File: src/rtl/spm_loader_if.sv
// Image-load stream and SRAM write port between the loader and its environment.
// The loader takes the slave modport; the image source/SRAM side takes master.
interface spm_loader_if #(
  parameter int WORD_SIZE = 8,
  parameter int ADDR_SIZE = 8
);
  logic                 ld_valid;
  logic                 ld_ready;
  logic [ADDR_SIZE-1:0] ld_addr;
  logic [WORD_SIZE-1:0] ld_data;
  logic                 ld_last;

  logic                 mem_we;
  logic [ADDR_SIZE-1:0] mem_addr;
  logic [WORD_SIZE-1:0] mem_wdata;

  modport master (
    output ld_valid, ld_addr, ld_data, ld_last,
    input  ld_ready, mem_we, mem_addr, mem_wdata
  );

  modport slave (
    input  ld_valid, ld_addr, ld_data, ld_last,
    output ld_ready, mem_we, mem_addr, mem_wdata
  );
endinterface

File: src/rtl/spm_loader.sv
// RISC_SPM program loader and run supervisor: optional zero-fill, image load, supervised run.
// Define SPM_LOADER_CLEAR_EN to compile in the CLEAR zero-fill pass ahead of LOAD.
module spm_loader #(
  parameter int WORD_SIZE      = 8,
  parameter int ADDR_SIZE      = 8,
  parameter int TIMEOUT_CYCLES = 4096
) (
  input  logic        clk,
  input  logic        rst,
  input  logic        start,
  spm_loader_if.slave bus,
  output logic        cpu_rst_n,
  input  logic        cpu_halt,
  output logic        busy,
  output logic        done,
  output logic        timeout,
  output logic [15:0] run_cycles
);

  localparam logic [15:0] RUN_LIMIT = 16'(TIMEOUT_CYCLES);

  typedef enum logic [2:0] {
    IDLE   = 3'd0,
`ifdef SPM_LOADER_CLEAR_EN
    CLEAR  = 3'd1,
`endif
    LOAD   = 3'd2,
    RUN    = 3'd3,
    HALTED = 3'd4,
    ABORT  = 3'd5
  } state_t;

`ifdef SPM_LOADER_CLEAR_EN
  localparam state_t FIRST_STATE = CLEAR;
  logic [ADDR_SIZE-1:0] clr_addr_q;
`else
  localparam state_t FIRST_STATE = LOAD;
`endif

  state_t      state_q;
  state_t      state_d;
  logic [15:0] run_q;
  logic [15:0] run_inc;
  logic        limit_hit;
  logic        launch;

  // HALTED and ABORT accept start exactly like IDLE.
  assign launch    = start && (state_q inside {IDLE, HALTED, ABORT});
  assign run_inc   = (run_q == 16'hFFFF) ? run_q : run_q + 16'd1;
  assign limit_hit = (run_inc == RUN_LIMIT);

  // NOTE: sequential state uses non-blocking assignments so every flop samples pre-edge values.
  always_ff @(posedge clk or posedge rst) begin
    if (rst) begin
      state_q <= IDLE;
    end else begin
      state_q <= state_d;
    end
  end

  // The count includes the cycle in which halt or the limit is seen, then freezes.
  always_ff @(posedge clk or posedge rst) begin
    if (rst) begin
      run_q <= 16'd0;
    end else if (state_q == RUN) begin
      run_q <= run_inc;
    end else if (launch) begin
      run_q <= 16'd0;
    end
  end

`ifdef SPM_LOADER_CLEAR_EN
  always_ff @(posedge clk or posedge rst) begin
    if (rst) begin
      clr_addr_q <= '0;
    end else if (state_q == CLEAR) begin
      clr_addr_q <= clr_addr_q + ADDR_SIZE'(1);
    end else begin
      clr_addr_q <= '0;
    end
  end
`endif

  always_comb begin
    state_d = state_q;
    case (state_q)
      IDLE, HALTED, ABORT: begin
        if (start) state_d = FIRST_STATE;
      end
`ifdef SPM_LOADER_CLEAR_EN
      CLEAR: begin
        if (clr_addr_q == {ADDR_SIZE{1'b1}}) state_d = LOAD;
      end
`endif
      LOAD: begin
        if (bus.ld_valid && bus.ld_last) state_d = RUN;
      end
      RUN: begin
        // Halt wins over a simultaneous limit hit.
        if (cpu_halt) begin
          state_d = HALTED;
        end else if (limit_hit) begin
          state_d = ABORT;
        end
      end
      default: state_d = IDLE;
    endcase
  end

  // NOTE: every output gets a default first so no path through the case infers a latch.
  always_comb begin
    bus.ld_ready  = 1'b0;
    bus.mem_we    = 1'b0;
    bus.mem_addr  = {ADDR_SIZE{1'b0}};
    bus.mem_wdata = {WORD_SIZE{1'b0}};
    cpu_rst_n     = 1'b0;
    busy          = 1'b0;
    done          = 1'b0;
    timeout       = 1'b0;
    case (state_q)
`ifdef SPM_LOADER_CLEAR_EN
      CLEAR: begin
        busy         = 1'b1;
        bus.mem_we   = 1'b1;
        bus.mem_addr = clr_addr_q;
      end
`endif
      LOAD: begin
        busy         = 1'b1;
        bus.ld_ready = 1'b1;
        // Accepted words pass straight through to the SRAM in the same cycle.
        if (bus.ld_valid) begin
          bus.mem_we    = 1'b1;
          bus.mem_addr  = bus.ld_addr;
          bus.mem_wdata = bus.ld_data;
        end
      end
      RUN: begin
        busy      = 1'b1;
        cpu_rst_n = 1'b1;
      end
      HALTED:  done    = 1'b1;
      ABORT:   timeout = 1'b1;
      default: ;
    endcase
  end

  assign run_cycles = run_q;

endmodule
File: src/flat_wrapper.sv
// flat-port wrapper written by rule: the top's interface ports become plain ports
module spm_loader_flat 
#(
  parameter int WORD_SIZE      = 8,
  parameter int ADDR_SIZE      = 8,
  parameter int TIMEOUT_CYCLES = 4096
)
  (clk, rst, start, cpu_rst_n, cpu_halt, busy, done, timeout, run_cycles, bus_ld_valid, bus_ld_addr, bus_ld_data, bus_ld_last, bus_ld_ready, bus_mem_we, bus_mem_addr, bus_mem_wdata);
  spm_loader_if #(.WORD_SIZE(WORD_SIZE), .ADDR_SIZE(ADDR_SIZE)) bus_i ();
  input  logic clk;
  input  logic rst;
  input  logic start;
  output logic cpu_rst_n;
  input  logic cpu_halt;
  output logic busy;
  output logic done;
  output logic timeout;
  output logic [15:0] run_cycles;
  input wire logic [$bits(bus_i.ld_valid)-1:0] bus_ld_valid;
  input wire logic [$bits(bus_i.ld_addr)-1:0] bus_ld_addr;
  input wire logic [$bits(bus_i.ld_data)-1:0] bus_ld_data;
  input wire logic [$bits(bus_i.ld_last)-1:0] bus_ld_last;
  output wire logic [$bits(bus_i.ld_ready)-1:0] bus_ld_ready;
  output wire logic [$bits(bus_i.mem_we)-1:0] bus_mem_we;
  output wire logic [$bits(bus_i.mem_addr)-1:0] bus_mem_addr;
  output wire logic [$bits(bus_i.mem_wdata)-1:0] bus_mem_wdata;
  assign bus_i.ld_valid = bus_ld_valid;
  assign bus_i.ld_addr = bus_ld_addr;
  assign bus_i.ld_data = bus_ld_data;
  assign bus_i.ld_last = bus_ld_last;
  assign bus_ld_ready = bus_i.ld_ready;
  assign bus_mem_we = bus_i.mem_we;
  assign bus_mem_addr = bus_i.mem_addr;
  assign bus_mem_wdata = bus_i.mem_wdata;
  spm_loader #(.WORD_SIZE(WORD_SIZE), .ADDR_SIZE(ADDR_SIZE), .TIMEOUT_CYCLES(TIMEOUT_CYCLES)) u_core (.clk(clk), .rst(rst), .start(start), .bus(bus_i), .cpu_rst_n(cpu_rst_n), .cpu_halt(cpu_halt), .busy(busy), .done(done), .timeout(timeout), .run_cycles(run_cycles));
endmodule
File: config.mk
export PLATFORM = sky130hd
export DESIGN_NAME = spm_loader_flat
export DESIGN_NICKNAME = d
export VERILOG_FILES = /design/src/rtl/spm_loader_if.sv /design/src/rtl/spm_loader.sv /design/src/flat_wrapper.sv
export SDC_FILE = /design/constraint.sdc
export NUM_CORES = 1
export LEC_CHECK = 0
export ABC_CLOCK_PERIOD_IN_PS = 5700
export BUFFER_PORTS_ARGS = -buffer_cell sky130_fd_sc_hd__buf_2
export CORE_UTILIZATION = 50
export CTS_BUF_LIST = sky130_fd_sc_hd__clkbuf_8
export DETAILED_ROUTE_END_ITERATION = 10
export PLACE_DENSITY = 0.91
export SKIP_LAST_GASP = 1
export SYNTH_ARGS = -nofsm -noshare
export SYNTH_HDL_FRONTEND = slang
export SYNTH_SLANG_ARGS = --single-unit
File: constraint.sdc
create_clock -name clk -period 5.7 [get_ports clk]
set_clock_uncertainty 0.2 [all_clocks]
set_input_delay 0.855 -clock clk [delete_from_list [all_inputs] [get_ports clk]]
set_output_delay 0.855 -clock clk [all_outputs]
set_load 0.03 [all_outputs]
## After elaboration in Yosys (flattened, before gate mapping)

Index checks and enable logic that the tools add are counted.

| storage, ports and cells | value |
|---|---|
| register bits after elaboration | 19 |
| bits of input ports | 22 |
| output and inout port bits | 38 |
| logic and storage cells | 39 |

| operators by class | value |
|---|---|
| add/subtract/negate cells | 1 |
| eq/ne operators | 9 |
| multiplexer cells | 19 |
| reductions and logical operators | 8 |

Operators with widths:

| kind | count |
|---|---|
| 2-to-1 mux 16 bit | 3 |
| 2-to-1 mux 8 bit | 4 |
| adder 16 x 1 -> 16 bit (second input constant) | 1 |
| == test 16 x 13 -> 1 bit (second input constant) | 1 |
| == test 16 bit (second input constant) | 1 |
| 2-to-1 mux 3 bit | 4 |
| one-hot mux 3 bit (3 select lines) | 1 |
| 2-to-1 mux 1 bit | 7 |
| == test 3 x 2 -> 1 bit (second input constant) | 2 |
| == test 3 bit (second input constant) | 2 |
| logical NOT 3 bit | 1 |
| inequality test 3 x 2 -> 1 bit (second input constant) | 1 |
| AND reduction 3 bit | 1 |
| nonzero test 3 bit | 1 |
| OR reduction 3 bit | 1 |
| logical AND 1 bit | 2 |
| inequality test 2 x 1 -> 1 bit (second input constant) | 1 |
| inequality test 2 bit (second input constant) | 1 |
| nonzero test 2 bit | 1 |
| OR reduction 2 bit | 1 |

## Depth between registers and ports, before layout

| depth | value |
|---|---|
| depth after elaboration | 6 |
| depth in mapped cells | 8 |
| mapped depth without buffers | 8 |

## Least setup slack after synthesis

No wires, ideal clock.

| timing | value |
|---|---|
| path type | register to output |
| from | register u_core.state_q[2] |
| to | output port bus_mem_addr[5] |
| arrival | 1.986 ns |
| data required time | 4.645 ns |
| setup slack | 2.659 ns |
| stages on the path, launching flop included | 7 |
| path through | dfrtp_1 nand2b_1 inv_1 and3_1 clkbuf_1 clkbuf_1 and2_1 |

| on the way | value |
|---|---|
| longest elaborated chain between the ends | 2 |

RTL lines:

| element | RTL line | text |
|---|---|---|
| start: declaration | spm_loader.sv:40 | `state_t state_q;` |
| start signal: assignment | spm_loader.sv:57 | `state_q <= state_d;` |
| == test 3 x 2 -> 1 bit | spm_loader.sv:120 | `case (state_q)` |
| 2-to-1 mux 8 bit | spm_loader.sv:120 |  |
| end: declaration | flat_wrapper.sv:25 | `output wire logic [$bits(bus_i.mem_addr)-1:0] bus_mem_addr;` |

No other way between the ends.

## Worst setup path after layout

| timing | value |
|---|---|
| from | register u_core.state_q[2] |
| to | output port cpu_rst_n |

| on the way | value |
|---|---|
| longest elaborated chain between the ends | 2 |

RTL lines:

| element | RTL line | text |
|---|---|---|
| == test 3 x 2 -> 1 bit | spm_loader.sv:120 |  |
| 2-to-1 mux 1 bit | spm_loader.sv:120 |  |
| end: declaration | flat_wrapper.sv:13 | `output logic cpu_rst_n;` |

No other way between the ends.

==> impl_metrics.yaml <==
clock_network:
  cts_tree: "yes"
  ctsHtreeMaxLevel: 1
  cts_hold_buf: 0
  cts_buffers: 3
  clk_latency_ns: 0.26
  root_buffer: "clkbuf_8"
  path_clk_slew_ns: 0.08
  cts.sinks: 19
  clockBufferDepth: 2
  post_cts_resized: 0
  post_cts_buffers: 0
synth:
  synth.largest_area_cell: "dfrtp_1"
  yosys_warnings: 0
  synth-seq-cells: 19
  synth_top_area_share_pct: 30.0
  synth_nets: 219
  ys_async_sr_fraction_pct: 100
  ys.flop_type: "dfrtp_1"
  synth_edf_count: 0
  avgSynthCellArea_um2: 8.09
  synth_cells: 196
  synth.distinct_cells: 54
  synthesis.area_mm2: 0.00159
  yosysSeqAreaShare_pct: 30.0
  synthTopCellsByArea: "dfrtp_1, and2_1, o21ai_0"
floorplan:
  dieHeight_um: 58.3
  initial_utilization_pct: 52.4
  die_x_um: 58.3
  design.die.area_mm2: 0.00340
  core_mm2: 0.00303
  ios: 60
  placementRows: 20
final_layout:
  fill_cells: 285
  drive_gt1_share_pct: 30.5
  n_antenna_cell: 0
  utilization_pct: 62.1
  nets: 267
  instances_no_fill: 287
  synthToLayoutAreaGrowth_pct: 18.5
  final_area_mm2: 0.00188
worst_setup_path:
  path_delay_family: "buffers and inverters"
  r2r_cells: 7
  path_cells: "nand2b_1 > inv_1 > nand2_1 > inv_1 > buf_2"
  rr_startpoint: "u_core.run_cycles[0]"
  cpPeakStageDelay_ns: 0.54
  required_ns: 4.64
  rrSetupSlack_ns: 2.48
  cp_slowest_cell: "inv_1"
  crit_buf_inv: 3
  cp-end-kind: "primary output"
  cp_data_arrival_time_ns: 2.21
  cp_common_cell: "inv_1"
  worstSetupPathType: "reg -> out"
  start_kind: "flop"
  critPathMaxFanout: 20
  worstReg2RegEnd: "u_core.state_q[2]"
global_route:
  grt_pass1_wl_um: 7160
  grt_max_degree: 21
  grt_overflow: 0
  grt_pass1_vias: 1578
  antenna_found_initial: 0
  grt_usage_pct: 27.0
power:
  p_leak_nw: 0.898
  max-vdd-ir-drop_uv: 232
  power-per-cell-area_mw_per_mm2: 302
  total_power_mw: 0.568
routing:
  wl_per_cell_um: 14.9
  antenna_left: 0
  drc: 0
  via_per_inst: 6.03
  vias: 1730
  drtIter0Drc: 91
  firstDrtPassIters: 4
  drt_wl_total_um: 4270
status:
  status: "finished, final reports clean"
sta:
  worstMarginPinSlew_ns: 1.15
  hold_viol: 0
  rsz0062_at_grt: "no"
  slew_viol_final: 0
  setup_viol: 0
  max_slew_margin_pct: 22.5
  fmax_ghz: 0.306
  finalCritPeriodShare_pct: 57.3
  finalSetupTns_ns: 0
  period_needed_ns: 3.26
hold_path:
  worstHoldStart: "u_core.run_cycles[1]"
  hold_end: "u_core.run_cycles[1]"
  hold_class: "reg -> reg"
  holdPathStages: 1
placement:
  place_area_mm2: 0.00183
  gp_congestion: 0.956
  placedCellCount: 283
  place_hpwl_um: 3150
  port_buffers: 59
job:
  drv_cap: 0
-- logic make-up after synthesis --
kind of cell	synth area share, %
and+or+nand+nor	31.2
buffers and inverters	8.60
DFF	30.0
muxes	0.631
adders and majority gates	0.789
xor gates and xnor gates	0.552
AOI/OAI and AO/OA	28.2
-- flip-flops by register name, summed over array words and instances (netlist names) --
signal / flops
u_core.run_cycles: 16
u_core.state_q: 3
-- cells in the final DEF, fill, tap and decap left out, types with 2 or more instances in the layout --
cell type and instances:
a22o_1 4, nand2_1 13, dfrtp_1 19, a31oi_1 6, buf_2 59, and4_1 3
nor3_1 7, o21ai_0 20, clkbuf_8 3, a311oi_1 2, nand2b_1 3, nor2_1 16
inv_1 10, and2_1 18, a2111oi_0 2, nand4_1 4, o31a_1 2, a41oi_1 2
a32o_1 2, o31ai_1 5, a21oi_1 9, a211oi_1 2, nand3_1 4
-- routing by layer --
| metal | share of wire [%] | GRT usage, % |
|---|---|---|
| met5 | 0 | 0 |
| met4 | 0.70 | 9.52 |
| met3 | 8.9 | 6.15 |
| met2 | 49 | 46.6 |
| met1 | 41 | 33.1 |
-- synthesized netlist by cell type (2+ instances only) --
cell / count
clkbuf_1: 5
o31ai_1: 5
a41oi_1: 2
a32o_1: 2
inv_1: 9
a311oi_1: 2
dfrtp_1: 19
buf_2: 2
buf_4: 4
and4_1: 3
nor2_1: 16
nand2_1: 13
o31a_1: 2
buf_6: 3
a211oi_1: 2
a2111oi_0: 2
and2_1: 18
nand2b_1: 3
clkbuf_2: 2
o21ai_0: 20
nor3_1: 7
nand4_1: 4
a21oi_1: 9
nand3_1: 4
a22o_1: 4
a31oi_1: 6
-- final cells by class --
cell class	instances	area, um2	share of cell area (%)
Multi-Input combinational cell	152	975	51.9
Inverter	9	33.8	1.80
Timing Repair Buffer	59	295	15.7
Tap cell	44	55.1	2.93
Sequential cell	19	475	25.3
Clock inverter	1	3.75	0.200
Clock buffer	3	41.3	2.20
-- how the worst max path moves through the flow --
stage,from,to,slack (ns),cells after the start
2_1_floorplan,u_core.state_q[2],bus_mem_addr[5],2.66,6
3_3_place_gp,u_core.run_cycles[0],u_core.state_q[1],2.75,7
3_5_place_dp,u_core.run_cycles[0],u_core.state_q[1],2.56,7
4_1_cts,u_core.state_q[2],cpu_rst_n,2.49,5
5_1_grt,u_core.run_cycles[0],u_core.state_q[1],2.24,7
6_report,u_core.state_q[2],cpu_rst_n,2.44,5
-- report_power, final --
part	leakage (nW)	total, mW	internal (mW)	switching [mW]
Clock	0.0269	0.0962	0.0481	0.0481
Combinational	0.612	0.298	0.0914	0.207
Sequential	0.259	0.174	0.150	0.0244
Total	0.898	0.568	0.289	0.279
-- through the flow --
step,hold slack [ns],setup slack (ns)
global route,0.429,2.24
finish,0.407,2.44
detailed placement,0.387,2.56
global placement,0.372,2.75
floorplan,0.350,2.66
CTS,0.408,2.49
Note: power is estimated with default switching activity, not from simulation.
